File: src/rtl/spi_pkg.sv
// Shared SPI definitions: frame geometry, opcodes and the master state encoding.
// Used by both the master and the slave so the two ends agree on the protocol.
package spi_pkg;

    localparam int CMD_W  = 10;
    localparam int DATA_W = 8;

    localparam logic [1:0] OP_WR_ADDR = 2'b00;
    localparam logic [1:0] OP_WR_DATA = 2'b01;
    localparam logic [1:0] OP_RD_ADDR = 2'b10;
    localparam logic [1:0] OP_RD_DATA = 2'b11;

    typedef enum logic [2:0] {
        IDLE  = 3'b000,
        LEAD  = 3'b001,
        SHIFT = 3'b010,
        WAIT  = 3'b011,
        RECV  = 3'b100
    } spi_state_t;

endpackage

File: src/rtl/spi_shift_cnt.sv
// Loadable down-counter that stops at zero and flags the terminal count.
// A load always wins over a decrement.
module spi_shift_cnt #(
    parameter int W = 4
) (
    input  logic         clk,
    input  logic         rst_n,
    input  logic         load,
    input  logic [W-1:0] load_val,
    input  logic         en,
    output logic         tc
);

    logic [W-1:0] count;

    always_ff @(posedge clk or negedge rst_n) begin
        if (!rst_n) begin
            count <= '0;
        end else if (load) begin
            count <= load_val;
        end else if (en && (count != '0)) begin
            count <= count - 1'b1;
        end
    end

    assign tc = (count == '0);

endmodule

File: src/rtl/spi_master.sv
// SPI master: sends one CMD_W-bit frame per accepted command, MSB first, and for
// read-data commands collects a DATA_W-bit reply after a RD_WAIT-cycle turnaround.
module spi_master #(
    parameter int RD_WAIT = 2,
    parameter int CMD_W   = spi_pkg::CMD_W,
    parameter int DATA_W  = spi_pkg::DATA_W
) (
    input  logic              clk,
    input  logic              rst_n,
    input  logic              cmd_valid,
    input  logic [CMD_W-1:0]  cmd_data,
    output logic              cmd_ready,
    output logic              rsp_valid,
    output logic [DATA_W-1:0] rsp_data,
    output logic              busy,
    output logic              ss_n,
    output logic              mosi,
    input  logic              miso
);
    import spi_pkg::*;

    localparam int CNT_W = $clog2(CMD_W + DATA_W + RD_WAIT);

    spi_state_t        state;
    logic [CMD_W-1:0]  sh;
    logic [DATA_W-1:0] rx;
    logic              is_read;
    logic              cnt_load;
    logic              cnt_en;
    logic [CNT_W-1:0]  cnt_val;
    logic              tc;

    spi_shift_cnt #(.W(CNT_W)) u_cnt (
        .clk      (clk),
        .rst_n    (rst_n),
        .load     (cnt_load),
        .load_val (cnt_val),
        .en       (cnt_en),
        .tc       (tc)
    );

    // The counter is preloaded on entry to each timed phase so that tc marks its last cycle.
    always_comb begin
        cnt_load = 1'b0;
        cnt_en   = 1'b0;
        cnt_val  = '0;
        case (state)
            LEAD: begin
                cnt_load = 1'b1;
                cnt_val  = CNT_W'(CMD_W - 1);
            end
            SHIFT: begin
                if (tc && is_read) begin
                    cnt_load = 1'b1;
                    cnt_val  = CNT_W'(RD_WAIT - 1);
                end else begin
                    cnt_en = 1'b1;
                end
            end
            WAIT: begin
                if (tc) begin
                    cnt_load = 1'b1;
                    cnt_val  = CNT_W'(DATA_W - 1);
                end else begin
                    cnt_en = 1'b1;
                end
            end
            RECV:    cnt_en = 1'b1;
            default: ;
        endcase
    end

    always_ff @(posedge clk or negedge rst_n) begin
        if (!rst_n) begin
            state     <= IDLE;
            ss_n      <= 1'b1;
            mosi      <= 1'b0;
            rsp_valid <= 1'b0;
            rsp_data  <= '0;
            sh        <= '0;
            rx        <= '0;
            is_read   <= 1'b0;
        end else begin
            rsp_valid <= 1'b0;
            case (state)
                IDLE: begin
                    if (cmd_valid) begin
                        sh      <= cmd_data;
                        is_read <= (cmd_data[CMD_W-1 -: 2] == OP_RD_DATA);
                        ss_n    <= 1'b0;
                        state   <= LEAD;
                    end
                end
                LEAD: begin
                    mosi  <= sh[CMD_W-1];
                    sh    <= {sh[CMD_W-2:0], 1'b0};
                    state <= SHIFT;
                end
                SHIFT: begin
                    if (!tc) begin
                        mosi <= sh[CMD_W-1];
                        sh   <= {sh[CMD_W-2:0], 1'b0};
                    end else begin
                        mosi <= 1'b0;
                        if (is_read) begin
                            state <= WAIT;
                        end else begin
                            ss_n  <= 1'b1;
                            state <= IDLE;
                        end
                    end
                end
                WAIT: begin
                    if (tc) state <= RECV;
                end
                RECV: begin
                    rx <= {rx[DATA_W-2:0], miso};
                    if (tc) begin
                        rsp_data  <= {rx[DATA_W-2:0], miso};
                        rsp_valid <= 1'b1;
                        ss_n      <= 1'b1;
                        state     <= IDLE;
                    end
                end
                default: begin
                    ss_n  <= 1'b1;
                    mosi  <= 1'b0;
                    state <= IDLE;
                end
            endcase
        end
    end

    assign cmd_ready = (state == IDLE);
    assign busy      = (state != IDLE);

endmodule

File: config.mk
export PLATFORM = sky130hd
export DESIGN_NAME = spi_master
export DESIGN_NICKNAME = d
export VERILOG_FILES = /design/src/rtl/spi_pkg.sv /design/src/rtl/spi_shift_cnt.sv /design/src/rtl/spi_master.sv
export SDC_FILE = /design/constraint.sdc
export NUM_CORES = 1
export LEC_CHECK = 0
export ABC_AREA = 1
export BUFFER_PORTS_ARGS = -buffer_cell sky130_fd_sc_hd__buf_2
export CORE_UTILIZATION = 56
export DETAILED_ROUTE_END_ITERATION = 8
export PLACE_DENSITY = 0.87
export SLEW_MARGIN = 20
export SYNTH_ARGS = -nofsm -noshare
export SYNTH_HDL_FRONTEND = slang
export SYNTH_HIERARCHICAL = 1
export SYNTH_SLANG_ARGS = --single-unit
File: constraint.sdc
create_clock -name clk -period 2.52 [get_ports clk]
set_clock_uncertainty 0.1 [all_clocks]
set_input_delay 0.252 -clock clk [delete_from_list [all_inputs] [get_ports clk]]
set_output_delay 0.252 -clock clk [all_outputs]
set_load 0.05 [all_outputs]
==> impl_metrics.csv, run 1 <==
group,metric,value,unit
synth,ys_types,23,
synth,syn_inst,234,
worst_setup_path,cpPeakStageDelay,0.39,ns
detailed_routing,drtPass1Iterations,4,
power_and_ir_drop,p_leak,1.18,nW
synth,syn_area,1850,um^2
worst_hold_path,hold_start,"miso",
grt,gr-total-overflow,0,
sta,fmax,461,MHz
worst_setup_path,r2r_start,"u_cnt/count[0]",
worst_setup_path,critPathBufInv,4,
grt,grt_pass1_vias,1402,
die,initial_utilization,0.597,
place,finalWeightedCongestion,0.899,
synth,synth.net_count,249,
status,outcome,"complete, no violations",
worst_setup_path,critPathMostFrequentCell,"nand2_1",
clock_tree,cts_resized,0,
clock_tree,cts_tree,"built",
synth,synth-main-ff-cell,"dfrtp_1",
power_and_ir_drop,power_density,1270,nW/um^2
die,ios,27,
clock_tree,cts-buffers-inserted,5,
grt,grt.total_usage,0.240,
worst_setup_path,reg2reg_depth,13,
grt,grt_first_pass_wirelength,6.07,mm
die,fp.dieW,59.5,um
detailed_routing,met2_length,1.70,mm
worst_setup_path,critPathCaptureType,"flop",
detailed_routing,drc,0,
grt,antenna_found_initial,0,
power_and_ir_drop,peakVddDrop,0.784,mV
worst_setup_path,cp_max_fo,9,
place,postPlaceCellArea,2020,um^2
clock_tree,clockBufferDepth,2,
synth,ys_async_sr_fraction,1.00,
detailed_routing,drt_iter0_drc,110,
cells_and_area,diodes,0,
sta,drv_slew,0,
flow_run,cap_violations,0,
worst_setup_path,crit_required,2.67,ns
synth,synth_edf_count,0,
worst_hold_path,min_path_cells,3,
cells_and_area,layout_common_cells,"nand2_1, dfrtp_1, nand3_1, buf_2, inv_1",
detailed_routing,vias,1566,
sta,tns,0,ns
cells_and_area,area.growth.synth_to_final,13.2,%
clock_tree,clock-sinks,37,
synth,synth_seq_cells,37,
die,num_rows,20,
cells_and_area,fin_area,2100,um^2
worst_setup_path,path_class,"flop to flop",
worst_setup_path,crit_slowest_cell,"dfrtp_1",
cells_and_area,drive_gt1_frac,0.221,
detailed_routing,wl_met3,152,um
worst_setup_path,cp_cell_sequence,"inv_1 > ha_1 > nand3b_2 > inv_1 > nand2_1 > o21ai_2 > inv_1 > nand2_1 > inv_2 > o21ai_0 > nand2_1 > nand2_1 > nand2_1",
sta,fin_crit,2.17,ns
sta,tightest_slew,0.800,ns
sta,relSlewSlack,0.467,
clock_tree,clock_latency,0.35,ns
synth,syn_avg_cell_area,7.92,um^2
worst_setup_path,crit_family,"simple AND/OR/NAND/NOR gates",
synth,ys_warn_count,6,
sta,worst_hold_slack,0.0388,ns
cells_and_area,nets,281,
sta,hold_viol,0,
synth,yosysSeqAreaShare,0.500,
die,die_h,59.5,um
clock_tree,clkTransAtPathRegs,0.10,ns
detailed_routing,routed_wl,3.57,mm
detailed_routing,top_layer,"met4",
place,numPortBuffers,26,
grt,grt_max_degree,38,
worst_setup_path,cp-start-kind,"flop",
place,dpl.hpwl,2.51,mm
die,dieArea,3540,um^2
clock_tree,htree_levels,2,
worst_setup_path,reg2reg_to,"u_cnt/count[2]",
cells_and_area,final_common_cell,"nand2_1",
detailed_routing,wl_met1,1.67,mm
die,core,3100,um^2
detailed_routing,via_per_inst,5.04,
detailed_routing,ant_nets,0,
worst_setup_path,r2r_slack,0.35,ns
clock_tree,cts-root-buf,"clkbuf_4",
detailed_routing,post_drt_wl_per_cell,11.5,um
worst_setup_path,arrival,2.32,ns
worst_hold_path,hold_class,"input port to flop",
sta,fin_crit_sh,0.861,
worst_hold_path,holdPathEnd,"rsp_data[0]",
sta,rsz0062_at_grt,"no",
sta,setup_viol,0,
-- power by group --
part	leakage, nW	total, mW	internal, mW	switching (mW)
combinational	0.662	1.37	0.437	0.934
sequential	0.477	0.933	0.791	0.141
clock	0.0413	0.355	0.162	0.194
-- worst register-to-register path, stage by stage, from the launching register on --
cell and delay [ns]:
dfrtp_1 0.39, inv_1 0.13, ha_1 0.26, nand3b_2 0.14
inv_1 0.17, nand2_1 0.12, o21ai_2 0.14, inv_1 0.06
nand2_1 0.21, inv_2 0.12, o21ai_0 0.09, nand2_1 0.07
nand2_1 0.06, nand2_1 0.04
-- worst max path at each step --
stage / start / to / depth (start not counted)
4_1_cts: u_cnt/count[0] / u_cnt/count[2] / 13
3_3_place_gp: u_cnt/count[0] / u_cnt/count[2] / 13
2_1_floorplan: u_cnt/count[0] / u_cnt/count[2] / 13
5_1_grt: u_cnt/count[0] / u_cnt/count[3] / 13
3_5_place_dp: u_cnt/count[0] / u_cnt/count[2] / 13
6_report: u_cnt/count[0] / u_cnt/count[2] / 13
-- flip-flops by register name, indices dropped and copies added (netlist names) --
signal       flops
state            3
is_read          1
rsp_valid        1
rsp_data         8
mosi             1
rx               7
ss_n             1
sh              10
u_cnt/count      5
-- per-stage QoR --
step | util | worst slack, ns | power (mW) | instances
floorplan | - | 0.609 | 2.02 | 234
global placement | 0.650 | 0.501 | 2.25 | 302
detailed placement | 0.650 | 0.371 | 2.31 | 302
CTS | 0.676 | 0.359 | 2.67 | 311
global route | 0.676 | 0.137 | 2.89 | 311
finish | 0.676 | 0.350 | 2.66 | 311
-- layer usage --
| metal | track usage | up-vias |
|---|---|---|
| li1 | - | 797 |
| met1 | 0.325 | 730 |
| met2 | 0.345 | 35 |
| met3 | 0.0939 | 4 |
| met4 | 0.0997 | 0 |
| met5 | 0 | - |
-- final cells by class --
| class | instances | area (um^2) |
|---|---|---|
| fill | 286 | 1000 |
| sequential | 37 | 927 |
| multi-input combinational | 165 | 782 |
| timing repair buffer | 30 | 163 |
| inverter | 27 | 101 |
| clock buffer | 7 | 65.1 |
| tap | 44 | 55.1 |
| clock inverter | 1 | 5.00 |
-- repair_timing --
action                                 in CTS  in global routing
hold buffers                                1                  0
setup buffers                               0                  0
endpoints found under the hold margin      36                  0
-- cell usage after synthesis, types with 2 or more instances --
| master | number | share of area |
|---|---|---|
| buf_4 | 2 | 0.0081 |
| buf_6 | 2 | 0.012 |
| dfrtp_1 | 36 | 0.49 |
| inv_1 | 24 | 0.049 |
| inv_2 | 3 | 0.0061 |
| nand2_1 | 92 | 0.19 |
| nand2_2 | 2 | 0.0068 |
| nand2_4 | 2 | 0.012 |
| nand3_1 | 26 | 0.070 |
| nor2_1 | 10 | 0.020 |
| nor2_2 | 2 | 0.0068 |
| o21ai_0 | 13 | 0.035 |
| o21ai_2 | 10 | 0.047 |
-- kinds of logic (layout without fill, tap and decap cells) --
group,after synthesis,in the layout,share of synthesized area
AOI/OAI and AO/OA,26,26,0.0925
adders and majority gates,1,1,0.00675
and+or+nand+nor,137,137,0.321
DFF,37,37,0.500
other,1,1,0.00202
buffers and inverters,32,65,0.0776
Power figures use the tool's default switching activity.
==> inputs of run 2 (changes only) <==
Settings changed: CELL_PAD_IN_SITES_DETAIL_PLACEMENT set to 0, CELL_PAD_IN_SITES_GLOBAL_PLACEMENT set to 1, CORE_UTILIZATION 56 to 41.
==> run 2 against run 1 <==
  * Non-clock buffer count stayed put
  * Wire length is 1.7% lower
  * Worst hold slack better by 0.033 ns
  * Final cell count is 2.6% higher
  * Highest routed layer unchanged
==> impl_metrics.csv, run 2 (synthesis gave the netlist of run 1 again) <==
group,metric,value,unit
status,outcome,"complete, no violations",
worst_setup_path,cp_max_fo,9,
clock_tree,clockBufferDepth,2,
sta,fin_crit_sh,0.842,
place,dpl.hpwl,2.43,mm
power_and_ir_drop,p_leak,1.19,nW
worst_setup_path,cp-start-kind,"flop",
clock_tree,clkTransAtPathRegs,0.08,ns
clock_tree,cts_resized,0,
grt,grt_max_degree,38,
cells_and_area,fin_util,0.495,
worst_setup_path,critPathBufInv,4,
cells_and_area,final_common_cell,"nand2_1",
die,num_rows,24,
worst_setup_path,critPathCaptureType,"flop",
worst_setup_path,crit_family,"simple AND/OR/NAND/NOR gates",
detailed_routing,drc,0,
sta,drv_slew,0,
detailed_routing,ant_nets,0,
die,ios,27,
detailed_routing,post_drt_wl_per_cell,11.0,um
worst_setup_path,cpPeakStageDelay,0.37,ns
worst_hold_path,hold_class,"input port to flop",
clock_tree,htree_levels,2,
sta,tns,0,ns
cells_and_area,nets,281,
sta,setup_viol,0,
die,initial_utilization,0.426,
cells_and_area,layout_common_cells,"nand2_1, dfrtp_1, nand3_1, buf_2, inv_1",
worst_setup_path,crit_slowest_cell,"dfrtp_1",
place,numPortBuffers,26,
die,fp.dieW,69.2,um
die,dieArea,4790,um^2
detailed_routing,wl_met1,1.70,mm
flow_run,cap_violations,0,
cells_and_area,diodes,0,
sta,tightest_slew,0.836,ns
detailed_routing,top_layer,"met4",
clock_tree,cts-buffers-inserted,5,
worst_setup_path,cp_cell_sequence,"inv_1 > ha_1 > nand3b_2 > inv_1 > nand2_1 > o21ai_2 > inv_1 > nand2_1 > inv_2 > o21ai_0 > nand2_1 > nand2_1 > nand2_1",
worst_setup_path,path_class,"flop to flop",
detailed_routing,drtPass1Iterations,4,
sta,fmax,471,MHz
die,core,4350,um^2
grt,grt.total_usage,0.161,
clock_tree,clock-sinks,37,
cells_and_area,nFillCells,434,
detailed_routing,via_per_inst,4.81,
power_and_ir_drop,power_density,1300,nW/um^2
clock_tree,clock_latency,0.29,ns
worst_setup_path,arrival,2.21,ns
grt,grt_first_pass_wirelength,6.14,mm
detailed_routing,wl_met3,132,um
place,finalWeightedCongestion,0.850,
detailed_routing,vias,1534,
clock_tree,cts_tree,"built",
cells_and_area,largest_register,"sh",
grt,grt_pass1_vias,1409,
sta,hold_viol,0,
detailed_routing,drt_iter0_drc,106,
grt,gr-total-overflow,0,
die,die_h,69.2,um
cells_and_area,area.growth.synth_to_final,16.2,%
clock_tree,cts-root-buf,"clkbuf_8",
worst_setup_path,crit_required,2.61,ns
detailed_routing,routed_wl,3.51,mm
cells_and_area,drive_gt1_frac,0.221,
detailed_routing,met2_length,1.61,mm
sta,fin_crit,2.12,ns
worst_setup_path,critPathMostFrequentCell,"nand2_1",
sta,relSlewSlack,0.443,
cells_and_area,largest_reg_flops,10,
sta,rsz0062_at_grt,"no",
grt,antenna_found_initial,0,
cells_and_area,top_regs,"sh: 10 flops, rsp_data: 8 flops, rx: 7 flops",
power_and_ir_drop,peakVddDrop,0.692,mV
==> run 2: cell types whose count changed in the layout (fill, tap and decap cells not counted), sizes merged <==
cell,change
clkbuf,-2
bufinv,+1
clkinvlp,+1
==> run 2: path summary, 6_finish.rpt <==
| path | startpoint | to | slack, ns | cells past startpoint |
|---|---|---|---|---|
| max | u_cnt/count[0] | u_cnt/count[2] | 0.40 | 13 |
| min | miso | rsp_data[0] | 0.07 | 3 |
| max reg2reg | u_cnt/count[0] | u_cnt/count[2] | 0.40 | 13 |
| min reg2reg | rx[6] | rsp_data[7] | 0.37 | 2 |
| max in group asynchronous | rst_n | mosi | 1.30 | 2 |
| min in group asynchronous | rst_n | u_cnt/count[2] | 0.50 | 2 |
==> run 2: power breakdown <==
part / switching (mW) / internal [mW] / total [mW]
sequential: 0.136 / 0.792 / 0.928
combinational: 0.907 / 0.436 / 1.34
clock: 0.226 / 0.296 / 0.522
total: 1.27 / 1.52 / 2.79
==> run 2: timing repair <==
item | CTS | global route
buffers inserted | 0 | 0
endpoints found under the hold margin | 36 | 0
hold buffers | 1 | 0
==> run 2: tightest hold or removal path, cell delays in order <==
cell and delay (ns):
buf_2 0.09, nand2_1 0.05, nand2_1 0.05
==> run 2: per-stage QoR <==
stage               setup slack, ns  hold slack [ns]  power, mW  cells  cell area [um^2]
CTS                           0.403           0.0610       2.83    319              2150
global route                  0.175           0.0660       3.05    319              2150
floorplan                     0.609           -0.144       2.02    234              1850
global placement              0.478            0.311       2.28    310              2030
detailed placement            0.415            0.316       2.29    310              2030
finish                        0.398           0.0719       2.79    319              2150
==> run 2: layout make-up <==
cell class	instances	area [um^2]	share of cell area
Clock buffer	5	68.8	0.0320
Multi-Input combinational cell	165	782	0.363
Clock inverter	3	46.3	0.0215
Inverter	27	101	0.0471
Timing Repair Buffer	30	163	0.0755
Tap cell	52	65.1	0.0302
Sequential cell	37	927	0.431
==> run 2: per-layer routing <==
| layer | vias up | track usage |
|---|---|---|
| li1 | 798 | - |
| met2 | 29 | 0.254 |
| met4 | 0 | 0.0680 |
| met5 | - | 0 |
| met1 | 701 | 0.207 |
| met3 | 6 | 0.0480 |
==> inputs of run 3 (changes only) <==
Settings changed: ABC_AREA 1 to 0, CORE_UTILIZATION 41 to 44.
Clock period 2.52 ns to 2.2 ns, I/O delays scaled along.
==> run 3 against run 2 <==
  * The run now ends with setup timing left
  * Combinational power increased by 27%
  * Power is 16% higher
  * Clock-buffer cell count stayed put
  * Synthesized cell count is 30% lower
  * Critical path depth down 3
  * Largest power group unchanged
==> impl_metrics.csv, run 3 <==
group,metric,value,unit
detailed_routing,ant_nets,0,
place,dpl.hpwl,2.61,mm
power_and_ir_drop,power_frac_comb,0.528,
clock_tree,clock-sinks,37,
grt,grt_first_pass_wirelength,6.65,mm
worst_setup_path,critPathCaptureType,"flop",
cells_and_area,nFillCells,328,
detailed_routing,post_drt_wl_per_cell,15.1,um
worst_setup_path,cp-start-kind,"flop",
synth,ys_warn_count,6,
detailed_routing,drtPass1Iterations,4,
power_and_ir_drop,swShare,0.401,
sta,relSlewSlack,0.471,
worst_setup_path,path_class,"flop to flop",
grt,grt_pass1_vias,1436,
cells_and_area,largest_reg_flops,10,
power_and_ir_drop,intPower,1.93,mW
sta,hold_viol,0,
synth,ys_async_sr_fraction,1.00,
power_and_ir_drop,p_clk_frac,0.143,
synth,synth-main-ff-cell,"dfrtp_1",
cells_and_area,nets,221,
synth,ys_types,42,
sta,setup_viol,1,
flow_run,cap_violations,0,
synth,yosysSeqAreaShare,0.509,
worst_setup_path,reg2reg_to,"u_cnt/count[3]",
worst_setup_path,critPathLaunch,"u_cnt/count[0]",
grt,grt.total_usage,0.205,
place,numPortBuffers,26,
synth,syn_inst,164,
power_and_ir_drop,power,3.23,mW
sta,tightest_slew,0.793,ns
detailed_routing,drc,0,
cells_and_area,fin_area,2250,um^2
place,finalWeightedCongestion,0.820,
grt,grt_max_degree,38,
worst_setup_path,r2r_slack,-0.0007,ns
sta,fin_ws,-0.000741,ns
power_and_ir_drop,switchingPower,1.30,mW
cells_and_area,diodes,0,
die,ios,27,
worst_hold_path,min_path_cells,3,
sta,drv_slew,0,
synth,ys_top_cells_by_count,"dfrtp_1, o21ai_0, mux2_2",
die,num_rows,23,
worst_hold_path,hold_start,"cmd_data[8]",
cells_and_area,largest_register,"sh",
power_and_ir_drop,p_leak,1.06,nW
detailed_routing,routed_wl,3.88,mm
clock_tree,cts_tree,"built",
sta,tns,-0.000741,ns
sta,fin_crit,2.20,ns
die,initial_utilization,0.456,
cells_and_area,final_common_cell,"dfrtp_1",
synth,synth_most_common_cell,"dfrtp_1",
grt,gr-total-overflow,0,
cells_and_area,fin_util,0.561,
worst_hold_path,hold_class,"input port to flop",
power_and_ir_drop,peakVddDrop,0.559,mV
synth,syn_area,1820,um^2
status,outcome,"complete, but fails checks",
synth,synth_seq_cells,37,
sta,rsz0062_at_grt,"yes",
die,die_h,66.4,um
power_and_ir_drop,seqPwrFrac,0.329,
clock_tree,clock_latency,0.29,ns
synth,synthTopCellsByArea,"dfrtp_1, mux2_2, o21ai_0",
synth,synth_top_area_cell,"dfrtp_1",
place,postPlaceCellArea,2100,um^2
power_and_ir_drop,power_density,1440,nW/um^2
clock_tree,clockBufferDepth,2,
detailed_routing,via_per_inst,5.58,
die,core,4000,um^2
cells_and_area,top_regs,"sh: 10 flops, rsp_data: 8 flops, rx: 7 flops",
synth,synth_edf_count,0,
worst_setup_path,r2r_start,"u_cnt/count[0]",
synth,syn_avg_cell_area,11.1,um^2
status,violations,"setup timing",
cells_and_area,drive_gt1_frac,0.411,
worst_setup_path,cp_max_fo,6,
sta,fmax,454,MHz
synth,synth_top_area_share,0.494,
clock_tree,cts-root-buf,"clkbuf_8",
worst_hold_path,holdPathEnd,"is_read",
worst_setup_path,arrival,2.32,ns
die,dieArea,4400,um^2
detailed_routing,drt_iter0_drc,71,
clock_tree,cts-buffers-inserted,5,
detailed_routing,vias,1433,
clock_tree,htree_levels,2,
cells_and_area,layout_common_cells,"dfrtp_1, buf_2, o21ai_0",
sta,worst_hold_slack,0.0699,ns
sta,fin_crit_sh,1.00,
clock_tree,clkTransAtPathRegs,0.08,ns
die,fp.dieW,66.4,um
worst_setup_path,crit_required,2.32,ns
worst_setup_path,reg2reg_depth,10,
grt,antenna_found_initial,0,
synth,synth.net_count,179,
cells_and_area,area.growth.synth_to_final,23.2,%
==> run 3: cell types whose count changed after synthesis, moves of 5 or more <==
cell / change
nor2b_1: +6
nand3_1: -25
a221oi_1: +9
nor2_1: -6
o21ai_2: -10
mux2_2: +15
a2bb2oi_1: +9
o21ai_0: +5
nand2_1: -86
clkbuf_1: +5
inv_1: -16
a21oi_1: +8
==> run 3: worst max-delay path, cell delays in order (launching register included) <==
cell and delay, ns:
dfrtp_1 0.38, inv_2 0.06, ha_2 0.17, or4b_4 0.22, inv_4 0.05, inv_4 0.06
nor2_2 0.03, o21ai_2 0.13, or4b_4 0.48, or3_4 0.34, a21oi_2 0.12
==> run 3: logic make-up (layout without fill, tap and decap cells) <==
group                      after synthesis  after routing  synth area share
muxes                                   15             15            0.0927
other                                    1              1           0.00206
AOI/OAI and AO/OA                       55             55             0.213
adders and majority gates                1              1           0.00686
xor gates and xnor gates                 2              2           0.00961
and+or+nand+nor                         34             34             0.116
DFF                                     37             37             0.509
buffers and inverters                   19             62            0.0515
==> run 3: repair_timing <==
| action | CTS | global route |
|---|---|---|
| gates cloned | 0 | 1 |
| pin swaps | 3 | 1 |
| hold endpoints to repair | 36 | 0 |
| resized for setup | 3 | 2 |
| endpoints found under the setup margin | 1 | 8 |
| buffers inserted | 2 | 2 |
| hold buffers | 1 | 0 |
==> run 3: how the worst max path moves through the flow <==
| stage | to | slack [ns] | cells after the start |
|---|---|---|---|
| final | u_cnt/count[3] | -0.0007 | 10 |
| after global routing | u_cnt/count[3] | -0.08 | 10 |
| after CTS | u_cnt/count[3] | 0.01 | 10 |
| after detailed placement | u_cnt/count[3] | -0.03 | 10 |
| after global placement | u_cnt/count[3] | 0.06 | 10 |
| after floorplan | u_cnt/count[3] | -0.11 | 11 |
==> run 3: area by class of cell <==
type                    count  area, um^2  area share
flip-flops and latches     37         927       0.413
multi-input cells         108         830       0.369
repair buffers             46         305       0.136
clock buffers               5        68.8      0.0306
well taps                  50        62.6      0.0279
inverters                   8        35.0      0.0156
clock inverters             3        17.5     0.00780
==> run 3: power by group through the flow <==
| stage | combinational [mW] | sequential (mW) | clock, mW |
|---|---|---|---|
| floorplan | 1.17 | 1.07 | 0 |
| global placement | 1.53 | 1.05 | 0 |
| detailed placement | 1.60 | 1.06 | 0 |
| CTS | 1.65 | 1.06 | 0.475 |
| global route | 1.86 | 1.08 | 0.509 |
| finish | 1.70 | 1.06 | 0.462 |
==> run 3: through the flow <==
stage,worst slack (ns),cells
floorplan,-0.115,164
global placement,0.0575,243
detailed placement,-0.0319,243
CTS,0.0112,254
global route,-0.0807,257
finish,-0.000741,257
==> run 3: layer usage <==
layer | global-route usage | routed length [um] | vias to the layer above
li1 | - | - | 693
met1 | 0.259 | 1780 | 692
met2 | 0.323 | 1840 | 40
met3 | 0.0621 | 174 | 8
met4 | 0.0904 | 73 | 0
met5 | 0 | 0 | -
